File: src/rtl/core_mmio_initiator.sv
// core_mmio_initiator: single-outstanding MMIO bus initiator.
// Takes 64-bit load/store requests from the core and runs each one as a
// single access on the mmio_* bus. Misaligned or out-of-region addresses
// are answered locally with an error and never reach the bus.
// Optional feature: define CORE_MMIO_TIMEOUT_EN to abandon a request whose
// grant does not arrive within TIMEOUT_CYCLES cycles.
module core_mmio_initiator #(
  parameter logic [63:0] MMIO_BASE_ADDR = 64'h0000_0000_0000_1000,
  parameter logic [63:0] MMIO_BASE_MASK = 64'h0000_0000_0000_1FFF,
  parameter int unsigned TIMEOUT_CYCLES = 16
) (
  input  logic        g_clk,
  input  logic        g_resetn,
  input  logic        cpu_req,
  input  logic        cpu_wen,
  input  logic [63:0] cpu_addr,
  input  logic [63:0] cpu_wdata,
  output logic        cpu_ready,
  output logic        cpu_rsp_valid,
  output logic [63:0] cpu_rdata,
  output logic        cpu_error,
  output logic        mmio_req,
  output logic        mmio_wen,
  output logic [63:0] mmio_addr,
  output logic [63:0] mmio_wdata,
  input  logic        mmio_gnt,
  input  logic [63:0] mmio_rdata,
  input  logic        mmio_error
);

  typedef enum logic [1:0] {
    IDLE,
    REQ,
    RSP
  } state_e;

  if (TIMEOUT_CYCLES < 1 || TIMEOUT_CYCLES > 255) begin : g_bad_timeout
    $error("TIMEOUT_CYCLES must be in 1..255");
  end

  state_e      state_q, state_d;
  logic        req_q, req_d;
  logic        wen_q, wen_d;
  logic [63:0] addr_q, addr_d;
  logic [63:0] wdata_q, wdata_d;
  logic        rsp_valid_q, rsp_valid_d;
  logic [63:0] rdata_q, rdata_d;
  logic        error_q, error_d;
  logic        addr_ok;

`ifdef CORE_MMIO_TIMEOUT_EN
  localparam logic [8:0] TMO_LIMIT = 9'(TIMEOUT_CYCLES);
  logic [7:0] tmo_cnt_q, tmo_cnt_d;
`endif

  // Request may go on the bus only if doubleword-aligned and inside the region.
  always_comb begin
    addr_ok = (cpu_addr[2:0] == 3'b000) &&
              ((cpu_addr & ~MMIO_BASE_MASK) == (MMIO_BASE_ADDR & ~MMIO_BASE_MASK));
  end

  // Next-state and registered-output logic for IDLE -> REQ -> RSP.
  always_comb begin
    state_d     = state_q;
    req_d       = req_q;
    wen_d       = wen_q;
    addr_d      = addr_q;
    wdata_d     = wdata_q;
    rsp_valid_d = 1'b0;
    rdata_d     = rdata_q;
    error_d     = error_q;
`ifdef CORE_MMIO_TIMEOUT_EN
    tmo_cnt_d   = tmo_cnt_q;
`endif
    unique case (state_q)
      IDLE: begin
        if (cpu_req) begin
          if (addr_ok) begin
            req_d   = 1'b1;
            wen_d   = cpu_wen;
            addr_d  = cpu_addr;
            wdata_d = cpu_wdata;
            state_d = REQ;
`ifdef CORE_MMIO_TIMEOUT_EN
            tmo_cnt_d = '0;
`endif
          end else begin
            rsp_valid_d = 1'b1;
            error_d     = 1'b1;
            rdata_d     = '0;
          end
        end
      end
      REQ: begin
        if (mmio_gnt) begin
          req_d   = 1'b0;
          state_d = RSP;
        end
`ifdef CORE_MMIO_TIMEOUT_EN
        // The limit counts this cycle too, so the bus sees exactly
        // TIMEOUT_CYCLES ungranted request cycles before giving up.
        else if (({1'b0, tmo_cnt_q} + 9'd1) == TMO_LIMIT) begin
          req_d       = 1'b0;
          state_d     = IDLE;
          rsp_valid_d = 1'b1;
          error_d     = 1'b1;
          rdata_d     = '0;
        end else begin
          tmo_cnt_d = tmo_cnt_q + 8'd1;
        end
`endif
      end
      RSP: begin
        rdata_d     = mmio_rdata;
        error_d     = mmio_error;
        rsp_valid_d = 1'b1;
        state_d     = IDLE;
      end
      default: begin
        state_d = IDLE;
        req_d   = 1'b0;
      end
    endcase
  end

  // State and output registers; reset abandons any transaction in flight.
  always_ff @(posedge g_clk or negedge g_resetn) begin
    if (!g_resetn) begin
      state_q     <= IDLE;
      req_q       <= 1'b0;
      wen_q       <= 1'b0;
      addr_q      <= '0;
      wdata_q     <= '0;
      rsp_valid_q <= 1'b0;
      rdata_q     <= '0;
      error_q     <= 1'b0;
`ifdef CORE_MMIO_TIMEOUT_EN
      tmo_cnt_q   <= '0;
`endif
    end else begin
      state_q     <= state_d;
      req_q       <= req_d;
      wen_q       <= wen_d;
      addr_q      <= addr_d;
      wdata_q     <= wdata_d;
      rsp_valid_q <= rsp_valid_d;
      rdata_q     <= rdata_d;
      error_q     <= error_d;
`ifdef CORE_MMIO_TIMEOUT_EN
      tmo_cnt_q   <= tmo_cnt_d;
`endif
    end
  end

  assign cpu_ready     = (state_q == IDLE);
  assign cpu_rsp_valid = rsp_valid_q;
  assign cpu_rdata     = rdata_q;
  assign cpu_error     = error_q;
  assign mmio_req      = req_q;
  assign mmio_wen      = wen_q;
  assign mmio_addr     = addr_q;
  assign mmio_wdata    = wdata_q;

endmodule

File: config.mk
export PLATFORM = sky130hd
export DESIGN_NAME = core_mmio_initiator
export DESIGN_NICKNAME = d
export VERILOG_FILES = /design/src/rtl/core_mmio_initiator.sv
export SDC_FILE = /design/constraint.sdc
export NUM_CORES = 1
export LEC_CHECK = 0
export CORE_AREA = 2 2 153 155
export CTS_CLUSTER_DIAMETER = 200
export CTS_CLUSTER_SIZE = 10
export DETAILED_ROUTE_END_ITERATION = 12
export DIE_AREA = 0 0 155 157
export GPL_TIMING_DRIVEN = 0
export HOLD_SLACK_MARGIN = 0.05
export PLACE_DENSITY = 0.68
export SYNTH_ARGS = -nofsm -noshare
export SYNTH_HDL_FRONTEND = slang
export SYNTH_SLANG_ARGS = --single-unit
File: constraint.sdc
create_clock -name g_clk -period 2.4 [get_ports g_clk]
set_clock_uncertainty 0.1 [all_clocks]
set_input_delay 0.72 -clock g_clk [delete_from_list [all_inputs] [get_ports g_clk]]
set_output_delay 0.72 -clock g_clk [all_outputs]
set_load 0.02 [all_outputs]
# Word-level counts from Yosys, hierarchy flattened
# Cells that the tools add are included.
op_classes:
  reduce_logical: 9
  bitwise: 1
  eq_ne: 6
  mux: 17
ops:
  columns: ["operator", "n"]
  rows:
  - ["$mux 64", 2]
  - ["$pmux 64 s2", 1]
  - ["$logic_not 64->1", 1]
  - ["$reduce_and 3->1", 3]
  - ["$mux 1", 7]
  - ["$mux 2", 3]
  - ["$ne 2x2->1 const B", 3]
  - ["$pmux 1 s2", 2]
  - ["$pmux 2 s2", 1]
  - ["$reduce_and 4->1", 1]
  - ["$logic_not 3->1", 1]
  - ["$pmux 1 s3", 1]
  - ["$eq 2x1->1 const B", 1]
  - ["$eq 2x2->1 const B", 1]
  - ["$logic_not 2->1", 1]
  - ["$ne 2x1->1 const B", 1]
  - ["$reduce_bool 2->1", 1]
  - ["$logic_and 1x1->1", 1]
  - ["$not 1->1", 1]
word_totals:
  elab_cells: 41
  reg_bits: 198
  input_bits: 198
  output_inout_bits: 197

# Logic depth before layout (Yosys ltp)
# Gate-level depths: netlist of run 1.
depth:
  ltp_word: 5
  ltp_mapped: 6
  ltp_nobuf: 4

# Least setup slack after synthesis of run 1
# No wires, ideal clock.
synth_path:
  path_type: "in2reg"
  start: "in cpu_addr[60]"
  end: "reg addr_q[3] (netlist: mmio_addr[3])"
  arrival_ps: 2197
  setup_ps: 125
  required_ps: 2175
  path_buffers: 2
  path_slack_ps: -22
  path_stages: 6
  cell_sequence: "nor4_1 nand4_1 nor4_2 buf_4 buf_4 mux2_2"
synth_via:
  elab_chain_cells: 3
synth_rtl:
  columns: ["item", "line", "rtl"]
  rows:
  - ["from (decl)", "16", "input logic [63:0] cpu_addr,"]
  - ["$logic_not 64->1", "59", "((cpu_addr & ~MMIO_BASE_MASK) == (MMIO_BASE_ADDR & ~MMIO_BASE_MASK));"]
  - ["$logic_and 1x1->1", "58", "addr_ok = (cpu_addr[2:0] == 3'b000) &&"]
  - ["$reduce_and 3->1 (no source line)", null, null]
  - ["to (signal assigned)", "144", "addr_q <= addr_d;"]
  - ["to (decl)", "44", "logic [63:0] addr_q, addr_d;"]
# Every way passes these cells.
# A chain may end at the register's enable or synchronous reset.

# Final worst setup path of run 1
layout_path:
  start: "in cpu_addr[51]"
  end: "reg error_q (netlist: cpu_error)"
layout_via:
  elab_chain_cells: 4
layout_rtl:
  columns: ["item", "line", "rtl"]
  rows:
  - ["$logic_not 64->1", "59", null]
  - ["$logic_and 1x1->1", "58", null]
  - ["$ne 2x2->1 (no source line)", null, null]
  - ["$reduce_and 3->1 (no source line)", null, null]
  - ["to (signal assigned)", "148", "error_q <= error_d;"]
  - ["to (decl)", "48", "logic error_q, error_d;"]
# Every way passes these cells.

==> flow_metrics.py, run 1 <==
metrics = {
    "placed_design": {
        "place_hpwl_um": 17700,
        "dpl_cell_area_mm2": 0.0119,
        "dp.cells": 1206,
        "port_buffers": 394,
        "place.gp.congestion": 0.881,
        "pre_cts_ws_ns": -1.09,
    },
    "routing": {
        "wl_per_cell_um": 19.0,
        "wl_met2_um": 11000,
        "initialDrtViolationCount": 195,
        "wl_met3_um": 2000,
        "top_layer": "met4",
        "vias_per_cell": 4.59,
        "wl_met1_um": 10200,
        "drtAntennaViolNets": 0,
        "drc": 0,
        "dr.pass1.iters": 4,
        "route.vias.total": 5757,
        "wl_um": 23900,
    },
    "critical_path": {
        "r2r_cells": 7,
        "slowest_stage": "or4_4",
        "r2r_start": "state_q[0]$_DFFE_PN0P_",
        "startpoint_type": "input pin",
        "crit_path_start": "cpu_addr[51]",
        "critPathRequiredTime_ns": 2.60,
        "crit_path_cell_trace": "buf_2 -> nor4_4 -> nand4_1 -> buf_4 -> or4_4 -> buf_8 -> a221o_1",
        "worstSetupEndpoint": "cpu_error$_DFFE_PN0P_",
        "slowest_delay_ns": 0.57,
        "critPathMaxFanout": 7,
        "critical_path_class": "in -> reg",
        "rrSetupSlack_ns": 0.20,
        "worst_r2r_endpoint": "mmio_addr[7]$_DFFE_PN0P_",
        "cp.arrival_ns": 2.59,
        "end_kind": "flip-flop",
    },
    "power_and_ir_drop": {
        "power.total_uw": 6710,
        "power_density_mw_per_mm2": 522,
        "p_leak_uw": 0.00570,
        "peakVddDrop_mv": 0.425,
    },
    "sta": {
        "hold_viol": 0,
        "layout_setup_ws_ns": 0.00954,
        "finalCriticalPeriod_ns": 2.39,
        "fin_hold_ws_ns": 0.138,
        "max-slew-margin-rel_pct": 47.4,
        "layout_worst_path_cycle_share_pct": 99.6,
        "setup_viol": 0,
        "fmax_mhz": 418,
        "drv_slew": 0,
        "worstMarginPinSlew_ns": 0.789,
    },
    "grt": {
        "antenna_found_initial": 0,
        "grt_max_degree": 120,
        "gr-usage-all-layers_pct": 19.3,
        "gr-total-overflow": 0,
        "grt_pass1_wl_um": 36000,
        "first_global_vias": 6202,
    },
    "floorplan": {
        "fp.coreArea_mm2": 0.0225,
        "die_w_um": 155,
        "dieArea_mm2": 0.0243,
        "start_util_pct": 33.4,
        "placementRows": 55,
        "die_h_um": 157,
        "ios": 395,
    },
    "synth": {
        "synth_area_mm2": 0.00752,
        "yosys_warnings": 0,
        "synthesis.instances": 526,
        "yosysUniqueCellTypes": 25,
        "yosysSeqAreaShare_pct": 65.9,
        "syn_nets": 724,
        "syn_avg_cell_area_um2": 14.3,
        "synth-seq-cells": 198,
    },
    "layout": {
        "area_growth_pct": 71.1,
        "layout-drive-gt1-share_pct": 19.4,
        "layout.nets": 1152,
        "final_common_cell": "clkdlybuf4s50_1",
        "final_cell_mix": "clkdlybuf4s50_1, dfrtp_1, mux2i_1, a21oi_1, nor2b_1",
        "stdcell_count": 1254,
        "fin_area_mm2": 0.0129,
    },
    "cts": {
        "numCtsBuffers": 17,
        "cts_num_sinks": 198,
        "cts_tree": "done",
        "root_buffer": "clkbuf_16",
        "path_clk_slew_ns": 0.08,
        "postCtsHoldBufs": 0,
        "cts-htree-levels": 4,
        "ctsLongestPathBuffers": 2,
        "clk_latency_ns": 0.42,
    },
    "min_path": {
        "hp-class": "in -> async",
    },
    "flow_run": {
        "max_cap_violations": 0,
    },
    "status": {
        "status": "finished, final reports clean",
    },
}
synthesized netlist by cell type:
master    number  share of area, %
mux2i_1       64               8.5
o21ai_0        1             0.067
a21o_1         1              0.10
a221o_1        1              0.13
mux2_2        74                11
mux2_1         1              0.15
clkbuf_1      10              0.50
nand4_1        4              0.33
nand2b_1       1             0.083
nand3_1        1             0.067
inv_1          2              0.10
nor3b_1        1              0.10
nor4_1        12               1.0
a21oi_1       64               4.3
buf_2         11              0.73
dfrtp_1      198                66
a31o_2         1              0.12
buf_6          4              0.60
nor4_2         1              0.17
buf_1          5              0.25
or4_1          1              0.10
nor2b_1       56               4.7
o21bai_1       1              0.10
buf_4          6              0.60
nor2_1         5              0.25
per-layer routing:
metal | vias up | global-route usage [%]
li1 | 2697 | -
met1 | 2788 | 24.5
met2 | 238 | 30.3
met3 | 34 | 7.16
met4 | 0 | 6.88
met5 | - | 0
power breakdown:
part / total [µW] / leakage (µW) / internal [µW] / switching, µW
clock network: 2950 / 0.000301 / 1530 / 1420
logic: 430 / 0.00264 / 273 / 158
registers: 3330 / 0.00276 / 3330 / 0.213
cells by family after synthesis:
| logic type | count (synthesis) | synth area share, % |
|---|---|---|
| flip-flops | 198 | 65.9 |
| AO/OA/AOI/OAI | 69 | 4.78 |
| multiplexers | 139 | 19.8 |
| buffers and inverters | 38 | 2.78 |
| AND/OR/NAND/NOR | 82 | 6.76 |
layout make-up:
| class | count | area, µm² |
|---|---|---|
| well taps | 285 | 357 |
| repair buffers | 409 | 4070 |
| clock inverters | 14 | 175 |
| flip-flops and latches | 198 | 4950 |
| diodes | 2 | 5.00 |
| multi-input cells | 290 | 2570 |
| clock buffers | 18 | 439 |
| inverters | 2 | 7.51 |
| fillers | 1893 | 9640 |
| plain buffers | 36 | 282 |
critical path, delay by kind of cell:
kind            cells  cell delay (ns)
simple gates        3             1.10
compound gates      1             0.29
buf+inv             3             0.50
flip-flops by register name, indices dropped and copies added (netlist names):
| signal | flops |
|---|---|
| mmio_wdata | 64 |
| mmio_req | 1 |
| cpu_error | 1 |
| cpu_rdata | 64 |
| mmio_addr | 64 |
| mmio_wen | 1 |
| state_q | 2 |
| cpu_rsp_valid | 1 |
repair_timing:
| item | 4_1_cts | 5_1_grt |
|---|---|---|
| gates resized for setup | 125 | 76 |
| pin swaps | 17 | 18 |
| buffers inserted | 11 | 1 |
| cloned | 2 | 1 |
| endpoints found under the setup margin | 198 | 180 |
worst min path at each step:
| stage | startpoint | depth (start not counted) | endpoint |
|---|---|---|---|
| global route | g_resetn | 1 | mmio_wdata[49]$_DFFE_PN0P_ |
| floorplan | g_resetn | 0 | cpu_error$_DFFE_PN0P_ |
| detailed placement | mmio_req$_DFFE_PN0P_ | 1 | mmio_req$_DFFE_PN0P_ |
| global placement | mmio_req$_DFFE_PN0P_ | 1 | mmio_req$_DFFE_PN0P_ |
| CTS | g_resetn | 1 | mmio_wdata[51]$_DFFE_PN0P_ |
| finish | g_resetn | 1 | mmio_wdata[49]$_DFFE_PN0P_ |
through the flow:
stage | TNS, ns | utilization, %
6_report | 0 | 57.2
5_1_grt | -3.76 | 57.1
4_1_cts | 0 | 56.6
3_5_place_dp | -169.32 | 52.7
3_3_place_gp | -1754.48 | 52.5
2_1_floorplan | -0.0924 | -
Note: power is estimated with default switching activity, not from simulation.
==> inputs of run 2 (changes only) <==
--- a/config.mk
+++ b/config.mk
@@ -6,6 +6,7 @@
 export NUM_CORES = 1
 export LEC_CHECK = 0
 export CORE_AREA = 2 2 153 155
+export CTS_BUF_LIST = sky130_fd_sc_hd__clkbuf_4 sky130_fd_sc_hd__clkbuf_8 sky130_fd_sc_hd__clkbuf_16
 export CTS_CLUSTER_DIAMETER = 200
 export CTS_CLUSTER_SIZE = 10
 export DETAILED_ROUTE_END_ITERATION = 12
==> results of run 2 <==
The final DEF is identical to that of run 1; final timing and power are the same.
==> inputs of run 3 (changes only) <==
--- a/config.mk
+++ b/config.mk
@@ -13,7 +13,7 @@
 export DIE_AREA = 0 0 155 157
 export GPL_TIMING_DRIVEN = 0
 export HOLD_SLACK_MARGIN = 0.05
-export PLACE_DENSITY = 0.68
+export PLACE_DENSITY = 0.74
 export SYNTH_ARGS = -nofsm -noshare
 export SYNTH_HDL_FRONTEND = slang
 export SYNTH_SLANG_ARGS = --single-unit
==> flow_metrics.py, run 3 (same netlist as run 1, synthesis figures left out) <==
metrics = {
    "layout": {
        "fin_area_mm2": 0.0128,
        "layout.nets": 1146,
        "register_area_mm2": 0.00496,
        "final_common_cell": "clkdlybuf4s50_1",
        "fill_cells": 1839,
        "final_core_util_pct": 56.7,
        "layout-drive-gt1-share_pct": 17.2,
        "multiInputGateArea_mm2": 0.00249,
        "area_growth_pct": 69.8,
        "final_cell_mix": "clkdlybuf4s50_1, dfrtp_1, mux2i_1, a21oi_1, mux2_2",
        "antenna_cells": 0,
    },
    "grt": {
        "grt_pass1_wl_um": 35700,
        "gr-total-overflow": 0,
        "first_global_vias": 6273,
        "antenna_found_initial": 0,
        "grt_max_degree": 114,
        "gr-usage-all-layers_pct": 19.2,
    },
    "critical_path": {
        "slowest_delay_ns": 0.30,
        "slowest_stage": "mux2_4",
        "cp_top_family": "simple AND/OR/NAND/NOR gates",
        "critPathMaxFanout": 7,
        "cp.arrival_ns": 2.54,
        "crit_buf_inv": 5,
        "crit_path_cell_trace": "clkdlybuf4s15_1 -> nor4_2 -> nand4_1 -> nor4_4 -> buf_6 -> buf_12 -> buf_6 -> buf_6 -> mux2_4",
        "worst_r2r_endpoint": "mmio_wen$_DFFE_PN0P_",
        "r2r_start": "state_q[1]$_DFFE_PN0P_",
        "critPathRequiredTime_ns": 2.61,
        "r2r_cells": 8,
        "crit_path_frequent_cell": "buf_6",
        "startpoint_type": "input pin",
        "rrSetupSlack_ns": 0.15,
        "critical_path_class": "in -> reg",
        "end_kind": "flip-flop",
    },
    "cts": {
        "cts_tree": "done",
        "postCtsHoldBufs": 0,
        "clk_latency_ns": 0.41,
        "path_clk_slew_ns": 0.08,
        "numCtsBuffers": 17,
        "ctsLongestPathBuffers": 2,
        "cts_num_sinks": 198,
        "root_buffer": "clkbuf_16",
        "cts-htree-levels": 4,
    },
    "routing": {
        "wl_met1_um": 9320,
        "dr.pass1.iters": 4,
        "drc": 0,
        "vias_per_cell": 4.62,
        "route.vias.total": 5758,
        "drtAntennaViolNets": 0,
        "wl_per_cell_um": 18.8,
        "wl_met3_um": 2310,
        "initialDrtViolationCount": 193,
        "wl_met2_um": 11500,
        "top_layer": "met4",
        "wl_um": 23400,
    },
    "sta": {
        "layout_setup_ws_ns": 0.0693,
        "worstMarginPinSlew_ns": 0.749,
        "drv_slew": 0,
        "finalCriticalPeriod_ns": 2.33,
        "fmax_mhz": 429,
        "setup_viol": 0,
        "fin_hold_ws_ns": 0.172,
        "hold_viol": 0,
        "layout_worst_path_cycle_share_pct": 97.1,
        "max-slew-margin-rel_pct": 50.1,
    },
    "status": {
        "status": "finished, final reports clean",
    },
    "placed_design": {
        "port_buffers": 394,
        "dpl_cell_area_mm2": 0.0119,
        "place.gp.congestion": 0.807,
        "pre_cts_ws_ns": -1.27,
        "place_hpwl_um": 17300,
    },
    "power_and_ir_drop": {
        "power.total_uw": 6670,
        "p_leak_uw": 0.00567,
        "power_density_mw_per_mm2": 523,
        "peakVddDrop_mv": 0.438,
    },
    "floorplan": {
        "dieArea_mm2": 0.0243,
        "die_w_um": 155,
        "die_h_um": 157,
        "placementRows": 55,
        "ios": 395,
        "start_util_pct": 33.4,
        "fp.coreArea_mm2": 0.0225,
    },
    "min_path": {
        "hp-class": "in -> async",
    },
    "flow_run": {
        "max_cap_violations": 0,
    },
}
==> run 3: changes by cell type in the layout (fill, tap and decap cells not counted), sizes merged <==
cell,change
inv,-1
clkbuf,-8
clkdlybuf4s50,-1
buf,-11
clkinvlp,+1
dlygate4sd2,+16
dlymetal6s2s,+1
clkdlybuf4s15,-3
diode,-2
==> run 3: worst register-to-register path: cells and delay by family (launching register included) <==
family,cells,cell delay [ns]
buf+inv,4,0.54
flops,1,0.44
mux,1,0.30
simple gates,3,0.76
==> run 3: layout make-up <==
cell class                      instances  share of cell area, %
Sequential cell                       198                   38.9
Timing Repair Buffer                  403                   31.7
Multi-Input combinational cell        290                   19.5
Clock buffer                           18                   3.44
Tap cell                              285                   2.79
Buffer                                 36                   2.36
Clock inverter                         14                   1.29
Inverter                                2                 0.0588
==> run 3: power breakdown <==
group          internal (µW)  switching [µW]  total [µW]
registers               3330           0.276        3330
clock network           1520            1400        2920
logic                    268             148         416
total                   5120            1550        6670
==> run 3: stage by stage <==
| step | cells | setup TNS (ns) |
|---|---|---|
| after CTS | 1247 | 0 |
| final | 1246 | 0 |
| after detailed placement | 1206 | -180.82 |
| after floorplan | 526 | -0.0924 |
| after global placement | 1205 | -1751.81 |
| after global routing | 1246 | -0.0367 |
==> run 3: what timing repair did <==
action                     4_1_cts  5_1_grt
setup endpoints to repair      195      154
setup buffers                    8        0
pin swaps                       17       17
cloned                           2        0
resized for setup              104       54
hold endpoints to repair         0        0
==> run 3: per-layer routing <==
metal / global-route usage [%] / up-vias
met2: 31.9 / 257
li1: - / 2677
met1: 22.9 / 2805
met3: 8.15 / 19
met4: 5.34 / 0
met5: 0 / -
==> run 3: worst max-delay path by stage <==
stage | to | slack, ns | startpoint | depth (start not counted)
3_5_place_dp | mmio_wdata[43]$_DFFE_PN0P_ | -1.27 | cpu_addr[0] | 7
4_1_cts | mmio_wdata[54]$_DFFE_PN0P_ | 0.01 | cpu_addr[37] | 10
5_1_grt | mmio_wen$_DFFE_PN0P_ | -0.02 | cpu_addr[43] | 9
6_report | mmio_wen$_DFFE_PN0P_ | 0.07 | cpu_addr[48] | 9
3_3_place_gp | mmio_wdata[39]$_DFFE_PN0P_ | -7.99 | g_resetn | 1
2_1_floorplan | mmio_addr[3]$_DFFE_PN0P_ | -0.003 | cpu_addr[32] | 6
